==> src/rtl/synchro_generator_if.sv <==
// ---------------------------------------------------------------------------
// synchro_generator_if
// Purpose : Bundles the control and status signals of the programmable
//           square-wave source so that the generator and its driver can be
//           connected through a single port.
// Signals :
//   enable    run request (level); 1 = run, 0 = stop after the current period
//   high_len  high level length minus 1
//   low_len   low level length minus 1
//   burst     periods per burst, 0 = continuous
//   load      1-cycle strobe capturing high_len/low_len/burst
//   ack       1-cycle pulse when newly loaded settings become active
//   out       generated waveform (registered)
//   rise      1-cycle pulse in the first cycle out is high
//   done      1-cycle pulse when a burst completes
//   busy      1 while the generator is not idle
// Modports: master drives the controls, slave is the generator itself.
// ---------------------------------------------------------------------------
interface synchro_generator_if #(
    parameter int WIDTH = 16
);
    logic             enable;
    logic [WIDTH-1:0] high_len;
    logic [WIDTH-1:0] low_len;
    logic [WIDTH-1:0] burst;
    logic             load;
    logic             ack;
    logic             out;
    logic             rise;
    logic             done;
    logic             busy;

    modport master (
        output enable, high_len, low_len, burst, load,
        input  ack, out, rise, done, busy
    );

    modport slave (
        input  enable, high_len, low_len, burst, load,
        output ack, out, rise, done, busy
    );
endinterface

==> src/rtl/synchro_generator.sv <==
// ---------------------------------------------------------------------------
// synchro_generator
// Purpose : Programmable square-wave source. Drives out high for high_len+1
//           clocks and low for low_len+1 clocks. Settings are double
//           buffered and only take effect on a period boundary (last cycle
//           of LOW) or immediately while idle, so out never glitches.
// Ports   :
//   clk    system clock, rising edge
//   rst_n  synchronous active-low reset
//   bus    synchro_generator_if.slave (enable, high_len, low_len, burst,
//          load in; ack, out, rise, done, busy out)
// Configuration:
//   SYNCHRO_GENERATOR_BURST_EN  when defined, a burst of 'burst' periods is
//          emitted and then the generator stops with a done pulse. When not
//          defined the burst value is ignored, there is no period counter,
//          the output runs continuously and done is tied low.
// ---------------------------------------------------------------------------
module synchro_generator #(
    parameter int WIDTH = 16
) (
    input  logic                 clk,
    input  logic                 rst_n,
    synchro_generator_if.slave   bus
);

    typedef enum logic [1:0] {
        IDLE = 2'd0,
        HIGH = 2'd1,
        LOW  = 2'd2
    } state_t;

    state_t           state_q,    state_d;
    logic [WIDTH-1:0] actHigh_q,  actHigh_d;
    logic [WIDTH-1:0] actLow_q,   actLow_d;
    logic [WIDTH-1:0] shHigh_q,   shHigh_d;
    logic [WIDTH-1:0] shLow_q,    shLow_d;
    logic [WIDTH-1:0] cnt_q,      cnt_d;
    logic             pending_q,  pending_d;
    logic             out_q,      out_d;
    logic             rise_q,     rise_d;
    logic             ack_q,      ack_d;
    logic             burstReached;
`ifdef SYNCHRO_GENERATOR_BURST_EN
    logic [WIDTH-1:0] actBurst_q, actBurst_d;
    logic [WIDTH-1:0] shBurst_q,  shBurst_d;
    logic [WIDTH-1:0] period_q,   period_d;
    logic             done_q,     done_d;
`else
    logic [WIDTH-1:0] unusedBurst;
    assign unusedBurst = bus.burst;
`endif

    // Next-state logic. Settings arriving while running go to the shadow set
    // and are flagged pending; at the boundary a load in that very cycle takes
    // priority over the shadow. The burst decision uses the settings that
    // governed the period that is ending.
    always_comb begin
        state_d      = state_q;
        actHigh_d    = actHigh_q;
        actLow_d     = actLow_q;
        shHigh_d     = shHigh_q;
        shLow_d      = shLow_q;
        cnt_d        = cnt_q;
        pending_d    = pending_q;
        ack_d        = 1'b0;
        burstReached = 1'b0;
`ifdef SYNCHRO_GENERATOR_BURST_EN
        actBurst_d   = actBurst_q;
        shBurst_d    = shBurst_q;
        period_d     = period_q;
        done_d       = 1'b0;
`endif
        case (state_q)
            IDLE: begin
                if (bus.load) begin
                    shHigh_d  = bus.high_len;
                    shLow_d   = bus.low_len;
                    actHigh_d = bus.high_len;
                    actLow_d  = bus.low_len;
`ifdef SYNCHRO_GENERATOR_BURST_EN
                    shBurst_d  = bus.burst;
                    actBurst_d = bus.burst;
`endif
                    ack_d     = 1'b1;
                end
                if (bus.enable) begin
                    state_d  = HIGH;
                    cnt_d    = '0;
`ifdef SYNCHRO_GENERATOR_BURST_EN
                    period_d = '0;
`endif
                end
            end
            HIGH: begin
                if (bus.load) begin
                    shHigh_d  = bus.high_len;
                    shLow_d   = bus.low_len;
`ifdef SYNCHRO_GENERATOR_BURST_EN
                    shBurst_d = bus.burst;
`endif
                    pending_d = 1'b1;
                end
                if (cnt_q == actHigh_q) begin
                    state_d = LOW;
                    cnt_d   = '0;
                end else begin
                    cnt_d   = cnt_q + WIDTH'(1);
                end
            end
            LOW: begin
                if (cnt_q != actLow_q) begin
                    if (bus.load) begin
                        shHigh_d  = bus.high_len;
                        shLow_d   = bus.low_len;
`ifdef SYNCHRO_GENERATOR_BURST_EN
                        shBurst_d = bus.burst;
`endif
                        pending_d = 1'b1;
                    end
                    cnt_d = cnt_q + WIDTH'(1);
                end else begin
                    cnt_d = '0;
`ifdef SYNCHRO_GENERATOR_BURST_EN
                    burstReached = (actBurst_q != '0) &&
                                   ((period_q + WIDTH'(1)) == actBurst_q);
                    period_d     = period_q + WIDTH'(1);
`endif
                    if (bus.load) begin
                        shHigh_d  = bus.high_len;
                        shLow_d   = bus.low_len;
                        actHigh_d = bus.high_len;
                        actLow_d  = bus.low_len;
`ifdef SYNCHRO_GENERATOR_BURST_EN
                        shBurst_d  = bus.burst;
                        actBurst_d = bus.burst;
                        period_d   = '0;
`endif
                        pending_d = 1'b0;
                        ack_d     = 1'b1;
                    end else if (pending_q) begin
                        actHigh_d = shHigh_q;
                        actLow_d  = shLow_q;
`ifdef SYNCHRO_GENERATOR_BURST_EN
                        actBurst_d = shBurst_q;
                        period_d   = '0;
`endif
                        pending_d = 1'b0;
                        ack_d     = 1'b1;
                    end
                    if (burstReached) begin
                        state_d = IDLE;
`ifdef SYNCHRO_GENERATOR_BURST_EN
                        done_d  = 1'b1;
`endif
                    end else if (!bus.enable) begin
                        state_d = IDLE;
                    end else begin
                        state_d = HIGH;
                    end
                end
            end
            default: state_d = IDLE;
        endcase
        out_d  = (state_d == HIGH);
        rise_d = (state_d == HIGH) && (state_q != HIGH);
    end

    // State and output registers; reset abandons any period in progress.
    always_ff @(posedge clk) begin
        if (!rst_n) begin
            state_q   <= IDLE;
            actHigh_q <= '0;
            actLow_q  <= '0;
            shHigh_q  <= '0;
            shLow_q   <= '0;
            cnt_q     <= '0;
            pending_q <= 1'b0;
            out_q     <= 1'b0;
            rise_q    <= 1'b0;
            ack_q     <= 1'b0;
`ifdef SYNCHRO_GENERATOR_BURST_EN
            actBurst_q <= '0;
            shBurst_q  <= '0;
            period_q   <= '0;
            done_q     <= 1'b0;
`endif
        end else begin
            state_q   <= state_d;
            actHigh_q <= actHigh_d;
            actLow_q  <= actLow_d;
            shHigh_q  <= shHigh_d;
            shLow_q   <= shLow_d;
            cnt_q     <= cnt_d;
            pending_q <= pending_d;
            out_q     <= out_d;
            rise_q    <= rise_d;
            ack_q     <= ack_d;
`ifdef SYNCHRO_GENERATOR_BURST_EN
            actBurst_q <= actBurst_d;
            shBurst_q  <= shBurst_d;
            period_q   <= period_d;
            done_q     <= done_d;
`endif
        end
    end

    assign bus.out  = out_q;
    assign bus.rise = rise_q;
    assign bus.ack  = ack_q;
    assign bus.busy = (state_q != IDLE);
`ifdef SYNCHRO_GENERATOR_BURST_EN
    assign bus.done = done_q;
`else
    assign bus.done = 1'b0;
`endif

endmodule

==> src/flat_wrapper.sv <==
// flat-port wrapper written by rule: the top's interface ports become plain ports
module synchro_generator_flat 
#(
    parameter int WIDTH = 16
)
  (clk, rst_n, bus_enable, bus_high_len, bus_low_len, bus_burst, bus_load, bus_ack, bus_out, bus_rise, bus_done, bus_busy);
  synchro_generator_if #(.WIDTH(WIDTH)) bus_i ();
  input  logic clk;
  input  logic rst_n;
  input wire logic [$bits(bus_i.enable)-1:0] bus_enable;
  input wire logic [$bits(bus_i.high_len)-1:0] bus_high_len;
  input wire logic [$bits(bus_i.low_len)-1:0] bus_low_len;
  input wire logic [$bits(bus_i.burst)-1:0] bus_burst;
  input wire logic [$bits(bus_i.load)-1:0] bus_load;
  output wire logic [$bits(bus_i.ack)-1:0] bus_ack;
  output wire logic [$bits(bus_i.out)-1:0] bus_out;
  output wire logic [$bits(bus_i.rise)-1:0] bus_rise;
  output wire logic [$bits(bus_i.done)-1:0] bus_done;
  output wire logic [$bits(bus_i.busy)-1:0] bus_busy;
  assign bus_i.enable = bus_enable;
  assign bus_i.high_len = bus_high_len;
  assign bus_i.low_len = bus_low_len;
  assign bus_i.burst = bus_burst;
  assign bus_i.load = bus_load;
  assign bus_ack = bus_i.ack;
  assign bus_out = bus_i.out;
  assign bus_rise = bus_i.rise;
  assign bus_done = bus_i.done;
  assign bus_busy = bus_i.busy;
  synchro_generator #(.WIDTH(WIDTH)) u_core (.clk(clk), .rst_n(rst_n), .bus(bus_i));
endmodule
==> config.mk <==
export PLATFORM = sky130hd
export DESIGN_NAME = synchro_generator_flat
export DESIGN_NICKNAME = d
export VERILOG_FILES = /design/src/rtl/synchro_generator_if.sv /design/src/rtl/synchro_generator.sv /design/src/flat_wrapper.sv
export SDC_FILE = /design/constraint.sdc
export NUM_CORES = 1
export LEC_CHECK = 0
export CORE_ASPECT_RATIO = 1.75
export CORE_MARGIN = 2
export CORE_UTILIZATION = 59
export CTS_CLUSTER_SIZE = 10
export DETAILED_ROUTE_END_ITERATION = 10
export PLACE_DENSITY_LB_ADDON = 0.25
export RECOVER_POWER = 50
export SLEW_MARGIN = 10
export SYNTH_ARGS = -nofsm -noshare
export SYNTH_HDL_FRONTEND = slang
export SYNTH_SLANG_ARGS = --single-unit
==> constraint.sdc <==
create_clock -name clk -period 5 [get_ports clk]
set_clock_uncertainty 0.1 [all_clocks]
set_input_delay 1.5 -clock clk [delete_from_list [all_inputs] [get_ports clk]]
set_output_delay 1.5 -clock clk [all_outputs]
set_load 0.02 [all_outputs]
==> results of run 1 <==
## power breakdown
part | internal (mW) | switching (mW) | leakage (nW)
clock | 0.450 | 0.265 | 0.157
sequential | 0.729 | 0.0293 | 0.708
combinational | 0.0950 | 0.102 | 1.61
total | 1.27 | 0.397 | 2.48
## sequential cells by signal, indices dropped and copies added, names as in the netlist
name,count
u_core.actHigh_q,16
u_core.actLow_q,16
u_core.bus.ack,1
u_core.bus.out,1
u_core.bus.rise,1
u_core.cnt_q,16
u_core.pending_q,1
u_core.shHigh_q,16
u_core.shLow_q,16
u_core.state_q,2
## logic make-up after synthesis
kind of cell	after synthesis	synth area share (%)
simple gates	170	17.5
compound gates	90	17.8
flops	86	40.2
buf+inv	48	6.72
xor+xnor	42	8.58
mux	33	7.71
fa+ha+maj	5	1.46
other cells	1	0.0875
## area by class of cell
class                   instances  area, um^2  share of cell area (%)
inverters                      11        41.3                   0.849
clock buffers                  12         246                    5.07
flip-flops and latches         86        1720                    35.4
clock inverters                 4        70.1                    1.44
multi-input cells             341        2270                    46.6
repair buffers                 42         408                    8.39
well taps                      86         108                    2.21
## worst min path at each step
stage | depth (start not counted) | to | slack (ns)
6_report | 2 | u_core.shHigh_q[8] | 0.36
5_1_grt | 2 | u_core.shHigh_q[3] | 0.38
4_1_cts | 2 | u_core.shLow_q[0] | 0.37
3_5_place_dp | 2 | u_core.shHigh_q[6] | 0.36
3_3_place_gp | 2 | u_core.shHigh_q[7] | 0.35
2_1_floorplan | 2 | u_core.shHigh_q[10] | 0.34
## layer usage
| layer | wire, um | vias up | GRT usage [%] |
|---|---|---|---|
| met1 | 3810 | 1551 | 29.9 |
| li1 | - | 1649 | - |
| met2 | 4450 | 62 | 39.7 |
| met3 | 289 | 18 | 4.82 |
| met5 | 0 | - | 0 |
| met4 | 242 | 0 | 10.9 |
## worst max-delay path, cell delays in order
cell and delay, ns:
dlygate4sd3_1 0.66, nand2b_2 0.86, mux2i_1 0.33, nand2_1 0.08
o211a_1 0.15
## cells in the final DEF (no fill, tap or decap), types with 6 or more instances in the layout
master	Yosys	layout
clkbuf_16	0	9
dfxtp_1	86	86
nand2_1	115	115
a21boi_0	35	35
xor2_1	36	36
mux2i_1	33	33
clkdlybuf4s50_1	0	33
inv_1	11	11
xnor2_1	6	6
nor2_1	19	19
o211a_1	32	32
nand3_1	7	7
o21ai_0	6	6
## per-stage QoR
stage	util (%)	setup WS [ns]	hold WS (ns)	instances	cell area [um^2]
after floorplan	-	2.12	0.343	475	4290
after global placement	63.9	1.32	0.349	566	4560
after detailed placement	63.9	1.24	0.357	566	4560
after CTS	68.4	1.54	0.365	582	4880
after global routing	68.2	1.37	0.381	582	4860
final	68.2	1.53	0.362	582	4860
==> impl_metrics.toml, run 1 <==
[detailed_routing]
wl_mm = 8.80
wl_per_cell_um = 15.1
drt_pass1_iterations = 4
drtIter0Drc = 212
drc = 0
drt.antenna.violating_nets = 0
via_per_inst = 5.64
via_count = 3280

[placed_design]
place_hpwl_mm = 5.87
port_buffers = 39
gp_congestion = 0.929

[pwr]
power_density_nw_per_um2 = 344
total_power_mw = 1.67
leakagePower_nw = 2.48
peakVddDrop_mv = 0.276

[run_status]
status = "completed"

[sta]
setup_viol = 0
max_freq_mhz = 288
hold_violations = 0
finalCritPeriodShare_pct = 69.5
tns_ns = 0
fin_crit_ns = 3.47
max_slew.worst_pin.slew_ns = 1.11
slew_viol_final = 0
slew_headroom_pct = 26.0
rsz0062_at_grt = "false"

[global_route]
grt_pass1_vias = 3045
grt_pass1_wl_mm = 14.5
grt_max_degree = 65
grt_usage_pct = 24.2
antenna_found_initial = 0
grt_remaining_overflow = 0

[critical_path]
crit_path_start = "bus_load"
required_ns = 5.14
start_kind = "primary input"
r2r_setup_slack_ns = 2.29
cp_max_fo = 32
path_class = "primary input to flip-flop"
crit_path_end = "u_core.actLow_q[15]"
ff2ff_path_depth = 6
r2r-end = "u_core.cnt_q[8]"
timing.rr.start = "u_core.cnt_q[5]"
arrival_ns = 3.61
endpoint_kind = "flip-flop"

[clocking]
htreeDepth = 3
numClockSinks = 86
root_buffer = "clkbuf_16"
clock_path_buffers = 2
cts.repair.resized = 0
insertion_delay_ns = 0.34
clk_pin_slew_worst_paths_ns = 0.06
postCtsHoldBufs = 0
cts_tree = "done"
cts_buffers = 9
post_cts_buffers = 0

[logic_synthesis]
syn-cell-area_um2 = 4290
synth_top_area_share_pct = 40.2
yosys.area.top_type = "dfxtp_1"
synth_cells = 475
synth_ff_type = "dfxtp_1"
syn-num-nets = 532
ys_seq_elements = 86
avgSynthCellArea_um2 = 9.02
synth.yosys.seq_area_share_pct = 40.2
synthTopCellsByArea = "dfxtp_1 (40%), nand2_1 (10%), mux2i_1 (7.7%)"
synth_cell_types = 44
synth_most_common_cell = "nand2_1"
yosysWarnings = 0
ys_top_cells_by_count = "nand2_1 (115), dfxtp_1 (86), xor2_1 (36)"
synth_edf_count = 0
ys_async_sr_fraction_pct = 0

[floorplan]
io_pins = 57
initial_core_util_pct = 60.1
core_um2 = 7130
die_y_um = 117
die_w_um = 68.4
rows = 41
die_area_um2 = 7990

[cells_and_area]
fillers = 563
antennaDiodeCount = 0
drive_gt1_share_pct = 5.85
layout.nets = 548
area_delta_synth_final_pct = 13.4

[worst_hold_path]
min_from = "u_core.shHigh_q[8]"
hp-class = "flip-flop to flip-flop"

[flow_run]
drv_cap = 0
No activity file was read; power rests on OpenSTA's default activity.
==> inputs of run 2 (changes only) <==
- CORE_UTILIZATION: 59 -> 50
- clock period: 5 -> 3 ns (I/O delays scaled with it)
==> impl_metrics.toml, run 2 (synthesized netlist as in run 1, its figures left out) <==
[sta]
slew_headroom_pct = 54.9
slew_viol_final = 0
max_freq_mhz = 354
rsz0062_at_grt = "false"
hold_violations = 0
finalCritPeriodShare_pct = 94.1
timing.hold.ws_ns = 0.361
layout_setup_ws_ns = 0.176
max_slew.worst_pin.slew_ns = 0.676
fin_crit_ns = 2.82
tns_ns = 0
setup_viol = 0

[global_route]
antenna_found_initial = 0
met1_usage_pct = 23.6
grt_usage_pct = 19.7
use_met3_pct = 3.57
grt_max_degree = 65
grt_pass1_wl_mm = 14.5
busiest_layer = "met2"
grt_remaining_overflow = 0
grt_pass1_vias = 3190
use_met2_pct = 33.0

[clocking]
clk_pin_slew_worst_paths_ns = 0.06
clock_path_buffers = 2
cts.repair.resized = 0
postCtsHoldBufs = 0
htreeDepth = 3
post_cts_buffers = 0
root_buffer = "clkbuf_16"
cts_buffers = 9
numClockSinks = 86
cts_tree = "done"
insertion_delay_ns = 0.33

[pwr]
peakVddDrop_mv = 0.385
leakagePower_nw = 2.47
total_power_mw = 2.60
power_density_nw_per_um2 = 533

[critical_path]
path_buf_inv = 3
timing.rr.start = "u_core.cnt_q[0]"
arrival_ns = 1.82
endpoint_kind = "output port"
cp_max_fo = 6
cpMostUsedCell = "inv_1"
start_kind = "flip-flop"
ff2ff_path_depth = 7
path_cells = "inv_1 -> ha_1 -> inv_1 -> clkdlybuf4s50_1"
required_ns = 2.00
path_class = "flip-flop to output port"
crit_path_start = "u_core.state_q[0]"
r2r-end = "u_core.actLow_q[9]"
path_delay_family = "buffers and inverters"
slowest_delay_ns = 0.60
crit_slowest_cell = "clkdlybuf4s50_1"
r2r_setup_slack_ns = 0.38

[worst_hold_path]
hp-class = "flip-flop to flip-flop"
hold-path-cell-count = 2
min_from = "u_core.shHigh_q[14]"
min_to = "u_core.shHigh_q[14]"

[cells_and_area]
area_delta_synth_final_pct = 14.1
layout.cells.non_filler = 612
layout_commonest_cell = "nand2_1"
drive_gt1_share_pct = 5.43
final_area_um2 = 4890
antennaDiodeCount = 0
final_cell_mix = "nand2_1 (115), dfxtp_1 (86), xor2_1 (36), a21boi_0 (35), clkdlybuf4s50_1 (34)"
layout.nets = 550
finish.utilization_pct = 58.8

[detailed_routing]
wl_per_cell_um = 14.0
drt.antenna.violating_nets = 0
via_per_inst = 5.37
wl_mm = 8.55
drtIter0Drc = 143
via_count = 3286
drc = 0
drt_pass1_iterations = 4

[placed_design]
place_ws_ns = 0.392
gp_congestion = 0.843
place_hpwl_mm = 6.09
post_dp_cell_area_um2 = 4640
port_buffers = 39
dp_cells = 597

[floorplan]
die_w_um = 74.0
io_pins = 57
die_area_um2 = 9360
rows = 44
initial_core_util_pct = 51.6
die_y_um = 126
core_um2 = 8310

[run_status]
status = "completed"

[flow_run]
drv_cap = 0
==> run 2: changes by cell type in the layout (fill, tap and decap cells not counted), sizes merged <==
cell           previous run  this run
clkbuf                   12        15
buf                       4         5
clkinv                    2         1
dlygate4sd3               5         4
bufinv                    2         0
clkdlybuf4s50            33        34
==> run 2: layer usage <==
| layer | vias to the layer above | part of all wire [%] |
|---|---|---|
| li1 | 1644 | - |
| met1 | 1553 | 44 |
| met2 | 63 | 50 |
| met3 | 26 | 2.5 |
| met4 | 0 | 3.2 |
| met5 | - | 0 |
==> run 2: power breakdown <==
part,internal (mW),switching [mW]
combinational,0.162,0.168
clock,0.601,0.407
sequential,1.22,0.0487
==> run 2: area by class of cell <==
| cell class | count | area, um^2 |
|---|---|---|
| multi-input combinational | 341 | 2270 |
| sequential | 86 | 1720 |
| inverter | 11 | 41.3 |
| fill | 764 | 3420 |
| clock buffer | 14 | 264 |
| tap | 115 | 144 |
| timing repair buffer | 44 | 445 |
| clock inverter | 1 | 5.00 |
==> run 2: tightest hold or removal path, cell delays in order, from the launching register on <==
cell and delay, ns:
dfxtp_1 0.30, nand2_1 0.05, a21boi_0 0.06
==> run 2: worst max-delay path by stage <==
stage / slack (ns) / depth (start not counted) / endpoint
2_1_floorplan: 0.72 / 6 / u_core.actHigh_q[6]
3_3_place_gp: 0.42 / 6 / u_core.actLow_q[4]
3_5_place_dp: 0.39 / 6 / u_core.actLow_q[8]
4_1_cts: 0.16 / 4 / bus_busy
5_1_grt: 0.06 / 4 / bus_busy
6_report: 0.18 / 4 / bus_busy
